==> src/rtl/run_ctrl_pkg.sv <==
// Shared types and defaults for the run_ctrl execution controller.
// The FSM encoding is fixed so the display logic can decode it directly.
package run_ctrl_pkg;

  typedef enum logic [1:0] {
    IDLE = 2'd0,
    RUN  = 2'd1,
    STEP = 2'd2,
    HALT = 2'd3
  } state_t;

  localparam int CNT_W_DEFAULT  = 32;
  localparam int ADDR_W_DEFAULT = 32;

endpackage

==> src/rtl/run_ctrl_sat_counter.sv <==
// Saturating up-counter: sticks at all-ones instead of wrapping.
module sat_counter #(
  parameter int W = 32
) (
  input  logic         clk,
  input  logic         clr,
  input  logic         inc,
  output logic [W-1:0] q
);

  always_ff @(posedge clk) begin
    if (clr) begin
      q <= '0;
    end else if (inc && (q != {W{1'b1}})) begin
      q <= q + 1'b1;
    end
  end

endmodule

==> src/rtl/run_ctrl.sv <==
// Run/pause/single-step controller gating the PC write-enable, plus statistics.
// Optional PC breakpoint compiled in with RUN_CTRL_BREAKPOINT_EN.
module run_ctrl
  import run_ctrl_pkg::*;
#(
  parameter int CNT_W  = CNT_W_DEFAULT,
  parameter int ADDR_W = ADDR_W_DEFAULT
) (
  input  logic              clk,
  input  logic              clr,
  input  logic              go,
  input  logic              step_mode,
  input  logic              halt_req,
  input  logic              is_jump,
  input  logic              is_br_taken,
`ifdef RUN_CTRL_BREAKPOINT_EN
  input  logic [ADDR_W-1:0] pc,
  input  logic [ADDR_W-1:0] bp_addr,
  input  logic              bp_valid,
`endif
  output logic              pc_en,
  output logic              running,
  output logic              halted,
  output logic [CNT_W-1:0]  cnt_instr,
  output logic [CNT_W-1:0]  cnt_jump,
  output logic [CNT_W-1:0]  cnt_br
);

  state_t state;
  logic   go_q;
  logic   press;
  logic   bp_hit;

  assign press = go & ~go_q;

`ifdef RUN_CTRL_BREAKPOINT_EN
  logic skip_bp;

  assign bp_hit = (state == RUN) & bp_valid & (pc == bp_addr) & ~skip_bp;

  // skip_bp lets the trapped instruction execute once on resume
  always_ff @(posedge clk) begin
    if (clr) begin
      skip_bp <= 1'b0;
    end else if ((state == IDLE) && press) begin
      skip_bp <= 1'b1;
    end else if ((state == RUN) || (state == STEP)) begin
      skip_bp <= 1'b0;
    end
  end
`else
  localparam int unused_addr_w = ADDR_W;
  assign bp_hit = 1'b0;
`endif

  assign pc_en   = ((state == RUN) | (state == STEP)) & ~halt_req & ~bp_hit;
  assign running = (state == RUN) | (state == STEP);
  assign halted  = (state == HALT);

  // halt_req outranks both a breakpoint and a pause press in RUN
  always_ff @(posedge clk) begin
    if (clr) begin
      state <= IDLE;
      go_q  <= 1'b0;
    end else begin
      go_q <= go;
      case (state)
        IDLE: if (press) state <= step_mode ? STEP : RUN;
        RUN: begin
          if (halt_req)             state <= HALT;
          else if (bp_hit || press) state <= IDLE;
        end
        STEP:    state <= halt_req ? HALT : IDLE;
        HALT:    state <= HALT;
        default: state <= IDLE;
      endcase
    end
  end

  sat_counter #(.W(CNT_W)) u_cnt_instr (
    .clk (clk),
    .clr (clr),
    .inc (pc_en),
    .q   (cnt_instr)
  );

  sat_counter #(.W(CNT_W)) u_cnt_jump (
    .clk (clk),
    .clr (clr),
    .inc (pc_en & is_jump),
    .q   (cnt_jump)
  );

  sat_counter #(.W(CNT_W)) u_cnt_br (
    .clk (clk),
    .clr (clr),
    .inc (pc_en & is_br_taken),
    .q   (cnt_br)
  );

endmodule

==> config.mk <==
export PLATFORM = sky130hd
export DESIGN_NAME = run_ctrl
export DESIGN_NICKNAME = d
export VERILOG_FILES = /design/src/rtl/run_ctrl_pkg.sv /design/src/rtl/run_ctrl_sat_counter.sv /design/src/rtl/run_ctrl.sv
export SDC_FILE = /design/constraint.sdc
export NUM_CORES = 1
export LEC_CHECK = 0
export ABC_AREA = 0
export CORE_ASPECT_RATIO = 1.2
export CORE_UTILIZATION = 56
export DETAILED_ROUTE_END_ITERATION = 16
export PLACE_DENSITY = 0.88
export SLEW_MARGIN = 0
export SYNTH_ARGS = -nofsm -noshare
export SYNTH_HDL_FRONTEND = slang
export SYNTH_HIERARCHICAL = 1
export SYNTH_SLANG_ARGS = --single-unit
==> constraint.sdc <==
create_clock -name clk -period 7 [get_ports clk]
set_clock_uncertainty 0.2 [all_clocks]
set_input_delay 2.1 -clock clk [delete_from_list [all_inputs] [get_ports clk]]
set_output_delay 2.1 -clock clk [all_outputs]
set_load 0.02 [all_outputs]
==> results.yml, run 1 <==
floorplanning:
  die_height_um: 108
  start_util_pct: 57.8
  floorplan.core_area_um2: 9080
  num_io_pins: 106
  fp.dieArea_um2: 9770
  fp-row-count: 38
  dieWidth_um: 90.4
yosys:
  yosys_register_bits: 99
  yosys.area_share.xor_xnor_pct: 3.50
  syn_area_um2: 5250
  post_synth_and_or_nand_nor_area_fraction_pct: 32.9
  mappedNetlistNets: 635
  yosys.area_share.adder_pct: 1.67
  synth.lib_cells_used.distinct: 43
  synth_sequential_area_ratio_pct: 37.7
  synthMuxAreaShare_pct: 2.33
  yosys_most_used_dff: "sky130_fd_sc_hd__dfxtp_1"
  synthesis.yosys.warnings: 6
  netlist_instances: 621
  synth_compound_area_share_pct: 18.7
  synth_enable_flop_cells: 0
  postSynthAreaPerCell_um2: 8.46
  synthArstFlopShare_pct: 0
  synth_top_family_by_area: "simple AND/OR/NAND/NOR gates"
worst_setup_path:
  endpoint_kind: "output pin"
  crit_family: "buffers and inverters"
  worst-endpoint-arrival_ns: 3.69
  worst_path_most_repeated_cell: "sky130_fd_sc_hd__clkdlybuf4s50_1"
  path_cells: "clkdlybuf4s50_1, nor2b_1, clkdlybuf4s50_1"
  criticalPathCategory: "input pin to output pin"
  crit_path_top_delay_cell: "sky130_fd_sc_hd__clkdlybuf4s50_1"
  cp_num_buf_inv: 2
  cp_max_fo: 4
  crit_path_start_kind: "input pin"
  cp_slowest_stage_delay_ns: 0.70
  worstPathRequired_ns: 4.70
sta:
  final_min_period_over_clock_period_pct: 85.5
  setup_total_negative_slack_ns: 0
  final_hold_viol_count: 0
  timing.final.crit_period_ns: 5.99
  report.final.setup_viol: 0
  fin_hold_ws_ns: 0.308
  unrepaired_setup_endpoints_after_global_routing: "false"
  layout_setup_ws_ns: 1.01
  fmax_ghz: 0.167
  tightest_slew_ns: 1.03
  maxSlewViolCount: 0
  slew-limit-headroom_pct: 30.5
route:
  per_cell_via_count_in_the_routed_design: 6.39
  detailedRoute.firstIterationViolations: 361
  detailed_route_wire_length_per_cell_um: 16.4
  number_of_search_and_repair_iterations_in_the_first_detailed_routing_pass: 5
  via_count: 5317
  drt_wl_total_mm: 13.6
  ant_nets: 0
  remaining_drc_errors: 0
clock_network:
  clock_sink_count: 99
  ctsLongestPathBuffers: 2
  clkSlewWorstSetupHoldPaths_ns: 0.09
  cts_tree: "built"
  tritoncts.num_buffers: 9
  cts_repair_resize_count: 0
  clock_insertion_delay_at_the_later_pin_of_the_skew_report_ns: 0.37
  htree_num_levels: 3
  cts.hold.buffers_added: 0
  postCtsSetupBuffers: 0
  clock-root-buffer: "sky130_fd_sc_hd__clkbuf_8"
finish:
  fillCellCount: 722
  most-common-layout-cells: "sky130_fd_sc_hd__clkdlybuf4s50_1 (104), sky130_fd_sc_hd__dfxtp_1 (99), sky130_fd_sc_hd__a21oi_1 (66), sky130_fd_sc_hd__nor2_1 (44), sky130_fd_sc_hd__nand3_1 (39)"
  final_cell_count_no_fill: 832
  design.final.nets: 723
  layout.area.seq_um2: 1980
  multi_input_area_um2: 3120
  area_delta_synth_final_pct: 24.3
  leading_cell_type_in_the_layout_fill_and_taps_excluded: "sky130_fd_sc_hd__clkdlybuf4s50_1"
  fin_area_um2: 6530
  final_layout_size_suffix_gt1_share_pct: 7.02
  insertedDiodeCount: 0
global_route:
  met1_track_utilization_from_global_routing_pct: 32.1
  grt.busiest_layer: "met2"
  groute.usage.overall_pct: 27.4
  pin_count_of_the_biggest_net_entering_global_routing: 59
  grt_pass1_wl_mm: 22.0
  gr_ovfl_total: 0
  grt_antenna_before_repair: 0
  groute.layer.met3.usage_pct: 4.43
  grt.met2_usage_pct: 48.9
  vias_in_the_first_global_route: 4879
min_path:
  hp-class: "flop to flop"
placement:
  hpwl_mm: 9.49
  globalplace.congestion: 0.847
  buffers_on_ports: 105
  detailed_place.area_um2: 6370
  placed_cells_incl_taps: 818
  dp_slack_ns: 1.02
pwr:
  power_density_nw_per_um2: 163
  vdd_ir_drop_max_mv: 0.123
  cellLeakagePower_uw: 0.00189
run_status:
  status: "completed"
flow_run:
  drv.max_cap_violation_count: 0
==> cell usage after synthesis, types with 5 or more instances <==
| cell | number | share of area [%] |
|---|---|---|
| sky130_fd_sc_hd__and3_1 | 9 | 1.1 |
| sky130_fd_sc_hd__a2111oi_0 | 6 | 1.0 |
| sky130_fd_sc_hd__nor3b_1 | 6 | 0.86 |
| sky130_fd_sc_hd__or4_1 | 36 | 5.1 |
| sky130_fd_sc_hd__nor4_1 | 12 | 1.4 |
| sky130_fd_sc_hd__and4_1 | 12 | 2.0 |
| sky130_fd_sc_hd__o31ai_1 | 36 | 5.1 |
| sky130_fd_sc_hd__ha_1 | 7 | 1.7 |
| sky130_fd_sc_hd__inv_1 | 9 | 0.64 |
| sky130_fd_sc_hd__buf_2 | 9 | 0.86 |
| sky130_fd_sc_hd__clkbuf_1 | 24 | 1.7 |
| sky130_fd_sc_hd__nor2b_1 | 9 | 1.1 |
| sky130_fd_sc_hd__dfxtp_1 | 99 | 38 |
| sky130_fd_sc_hd__o21ai_0 | 24 | 2.3 |
| sky130_fd_sc_hd__nand2_1 | 30 | 2.1 |
| sky130_fd_sc_hd__xnor2_1 | 18 | 3.0 |
| sky130_fd_sc_hd__nor2_1 | 44 | 3.1 |
| sky130_fd_sc_hd__or3_1 | 30 | 3.6 |
| sky130_fd_sc_hd__a21oi_1 | 66 | 6.3 |
| sky130_fd_sc_hd__and2_1 | 5 | 0.60 |
| sky130_fd_sc_hd__nand3_1 | 39 | 3.7 |
| sky130_fd_sc_hd__nand4_1 | 30 | 3.6 |
| sky130_fd_sc_hd__nor3_1 | 7 | 0.67 |
==> final cells by class <==
type                       instances  area share [%]
clock buffer                       9            1.90
clock inverter                     5           0.498
inverter                           9           0.517
multi-input combinational        480            47.8
sequential                        99            30.4
tap                              120            2.30
timing repair buffer             110            16.6
==> metrics by stage <==
step                      utilization (%)  power, uW
after global placement               70.2        752
after global routing                 71.9       1110
after CTS                            71.9       1070
final                                71.9       1060
after detailed placement             70.2        760
after floorplan                         -        703
==> cells by family after synthesis <==
family                     after synthesis
and+or+nand+nor                        291
AOI/OAI and AO/OA                      150
DFF                                     99
buffers and inverters                   42
xor gates and xnor gates                21
muxes                                   11
adders and majority gates                7
==> tightest hold or removal path: cells and delay by family (launching register included) <==
kind	cells	cell delay [ns]
flops	1	0.34
compound gates	2	0.12
==> path summary, 6_finish.rpt <==
| check | cells after the start | slack [ns] | startpoint | end |
|---|---|---|---|---|
| min reg2reg | 2 | 0.31 | u_cnt_br/q[23] | u_cnt_br/q[23] |
| max reg2reg | 10 | 3.04 | state[0] | u_cnt_br/q[31] |
| min | 2 | 0.31 | u_cnt_br/q[23] | u_cnt_br/q[23] |
| max | 3 | 1.01 | halt_req | pc_en |
==> sequential cells by signal (all words and copies together) (netlist names) <==
signal and cells:
u_cnt_jump/q 32, state 2, go_q 1, u_cnt_instr/q 32, u_cnt_br/q 32
==> metal layers <==
layer,routed length [um],vias to the layer above
li1,-,2552
met1,5790,2556
met2,6920,182
met3,669,27
met4,241,0
met5,0,-
==> power breakdown <==
part           total, uW  switching (uW)  internal [uW]
Combinational        159            86.6           72.9
Sequential           586            12.5            574
Clock                318             194            124
Total               1060             293            771
No activity file was read; power rests on OpenSTA's default activity.
==> inputs of run 2 (changes only) <==
--- a/config.mk
+++ b/config.mk
@@ -7,9 +7,9 @@
 export LEC_CHECK = 0
 export ABC_AREA = 0
 export CORE_ASPECT_RATIO = 1.2
-export CORE_UTILIZATION = 56
+export CORE_UTILIZATION = 35
 export DETAILED_ROUTE_END_ITERATION = 16
-export PLACE_DENSITY = 0.88
+export PLACE_DENSITY = 0.6
 export SLEW_MARGIN = 0
 export SYNTH_ARGS = -nofsm -noshare
 export SYNTH_HDL_FRONTEND = slang
==> constraint.sdc (replaced) <==
create_clock -name clk -period 7.75 [get_ports clk]
set_clock_uncertainty 0.2 [all_clocks]
set_input_delay 2.325 -clock clk [delete_from_list [all_inputs] [get_ports clk]]
set_output_delay 2.325 -clock clk [all_outputs]
set_load 0.02 [all_outputs]
==> run 2 against run 1 <==
Compared with the run above: design area increased by 4.2%; flip-flop and latch count stayed put; critical path depth grew 1; critical endpoint unchanged; hold slack worse by 0.0023 ns; critical path type unchanged; register-to-register slack better by 1.1 ns; combinational power decreased by 8%; clock power up 56%.
==> results.yml, run 2 (same netlist as run 1, synthesis figures left out) <==
run_status:
  status: "completed"
route:
  number_of_search_and_repair_iterations_in_the_first_detailed_routing_pass: 4
  via_count: 5138
  ant_nets: 0
  detailedRoute.firstIterationViolations: 285
  drt_wl_total_mm: 14.2
  per_cell_via_count_in_the_routed_design: 5.62
  detailed_route_wire_length_per_cell_um: 15.5
  remaining_drc_errors: 0
worst_setup_path:
  worst_path_most_repeated_cell: "sky130_fd_sc_hd__clkdlybuf4s50_1"
  cp_num_buf_inv: 3
  worst-endpoint-arrival_ns: 3.74
  endpoint_kind: "output pin"
  path_cells: "clkdlybuf4s50_1, nor2b_1, buf_4, clkdlybuf4s50_1"
  crit_path_top_delay_cell: "sky130_fd_sc_hd__clkdlybuf4s50_1"
  crit_family: "buffers and inverters"
  criticalPathCategory: "input pin to output pin"
  cp_slowest_stage_delay_ns: 0.63
  crit_path_start_kind: "input pin"
  cp_max_fo: 7
  worstPathRequired_ns: 5.22
pwr:
  power_density_nw_per_um2: 172
  vdd_ir_drop_max_mv: 0.0921
  cellLeakagePower_uw: 0.00198
floorplanning:
  start_util_pct: 36.1
  floorplan.core_area_um2: 14500
  num_io_pins: 106
  fp.dieArea_um2: 15500
  dieWidth_um: 114
  fp-row-count: 48
  die_height_um: 136
sta:
  tightest_slew_ns: 0.793
  fmax_ghz: 0.160
  slew-limit-headroom_pct: 46.7
  unrepaired_setup_endpoints_after_global_routing: "false"
  report.final.setup_viol: 0
  final_min_period_over_clock_period_pct: 80.8
  setup_total_negative_slack_ns: 0
  maxSlewViolCount: 0
  timing.final.crit_period_ns: 6.26
  final_hold_viol_count: 0
finish:
  fillCellCount: 1468
  design.final.nets: 723
  area_delta_synth_final_pct: 29.5
  fin_area_um2: 6800
  leading_cell_type_in_the_layout_fill_and_taps_excluded: "sky130_fd_sc_hd__clkdlybuf4s50_1"
  top_regs: "u_cnt_br/q x32, u_cnt_instr/q x32, u_cnt_jump/q x32"
  most-common-layout-cells: "sky130_fd_sc_hd__clkdlybuf4s50_1 (104), sky130_fd_sc_hd__dfxtp_1 (99), sky130_fd_sc_hd__a21oi_1 (66), sky130_fd_sc_hd__nor2_1 (44), sky130_fd_sc_hd__nand3_1 (39)"
  insertedDiodeCount: 0
  final_layout_size_suffix_gt1_share_pct: 7.28
clock_network:
  cts_repair_resize_count: 0
  clock_sink_count: 99
  clock_insertion_delay_at_the_later_pin_of_the_skew_report_ns: 0.35
  cts_tree: "built"
  tritoncts.num_buffers: 9
  cts.hold.buffers_added: 0
  clock-root-buffer: "sky130_fd_sc_hd__clkbuf_16"
  postCtsSetupBuffers: 0
  clkSlewWorstSetupHoldPaths_ns: 0.07
  htree_num_levels: 3
  ctsLongestPathBuffers: 2
global_route:
  grt.met2_usage_pct: 31.2
  grt_antenna_before_repair: 0
  pin_count_of_the_biggest_net_entering_global_routing: 64
  groute.layer.met3.usage_pct: 3.52
  gr_ovfl_total: 0
  met1_track_utilization_from_global_routing_pct: 24.1
  grt.busiest_layer: "met2"
  groute.usage.overall_pct: 18.8
  vias_in_the_first_global_route: 4770
  grt_pass1_wl_mm: 23.4
placement:
  buffers_on_ports: 105
  hpwl_mm: 10.0
  detailed_place.area_um2: 6470
  globalplace.congestion: 0.826
flow_run:
  drv.max_cap_violation_count: 0
min_path:
  hp-class: "flop to flop"
[run 2: cell types whose count changed in the layout (fill, tap and decap cells not counted), sizes merged]
cell / previous run / this run
clkbuf: 9 / 11
clkinv: 2 / 3
bufinv: 0 / 2
clkinvlp: 3 / 0
[run 2: final timing paths]
check | startpoint | to | slack [ns] | cells after the start
worst max-delay path | halt_req | pc_en | 1.49 | 4
worst min-delay path | u_cnt_br/q[15] | u_cnt_br/q[15] | 0.31 | 2
worst max register to register | state[0] | u_cnt_br/q[31] | 4.11 | 10
worst min register to register | u_cnt_br/q[15] | u_cnt_br/q[15] | 0.31 | 2
[run 2: tightest hold or removal path: cells and delay by family, from the launching register on]
| family | cells | cell delay (ns) |
|---|---|---|
| DFF | 1 | 0.33 |
| AOI/OAI and AO/OA | 2 | 0.13 |
[run 2: metrics by stage]
stage / total power [uW] / worst slack [ns] / utilization (%) / instances / hold WS [ns]
2_1_floorplan: 635 / 2.36 / - / 621 / 0.282
3_3_place_gp: 682 / 1.50 / 44.5 / 898 / 0.277
3_5_place_dp: 688 / 1.50 / 44.5 / 898 / 0.291
4_1_cts: 1190 / 1.49 / 46.8 / 914 / 0.300
5_1_grt: 1220 / 1.43 / 46.8 / 914 / 0.312
6_report: 1170 / 1.49 / 46.8 / 914 / 0.306
[run 2: metal layers]
layer | part of all wire, % | up-vias
li1 | - | 2565
met1 | 46 | 2430
met2 | 48 | 132
met3 | 4.9 | 11
met4 | 1.4 | 0
met5 | 0 | -
[run 2: report_power, final]
group | internal, uW | total [uW] | leakage (uW) | switching [uW]
clock | 299 | 495 | 0.000165 | 196
combinational | 66.1 | 147 | 0.00101 | 81.0
sequential | 519 | 530 | 0.000798 | 11.3
[run 2: area by class of cell]
cell class,instances,area [um^2],share of cell area [%]
Multi-Input combinational cell,480,3120,45.9
Sequential cell,99,1980,29.1
Timing Repair Buffer,110,1090,16.0
Clock buffer,11,253,3.72
Tap cell,200,250,3.68
Clock inverter,5,75.1,1.10
Inverter,9,33.8,0.497
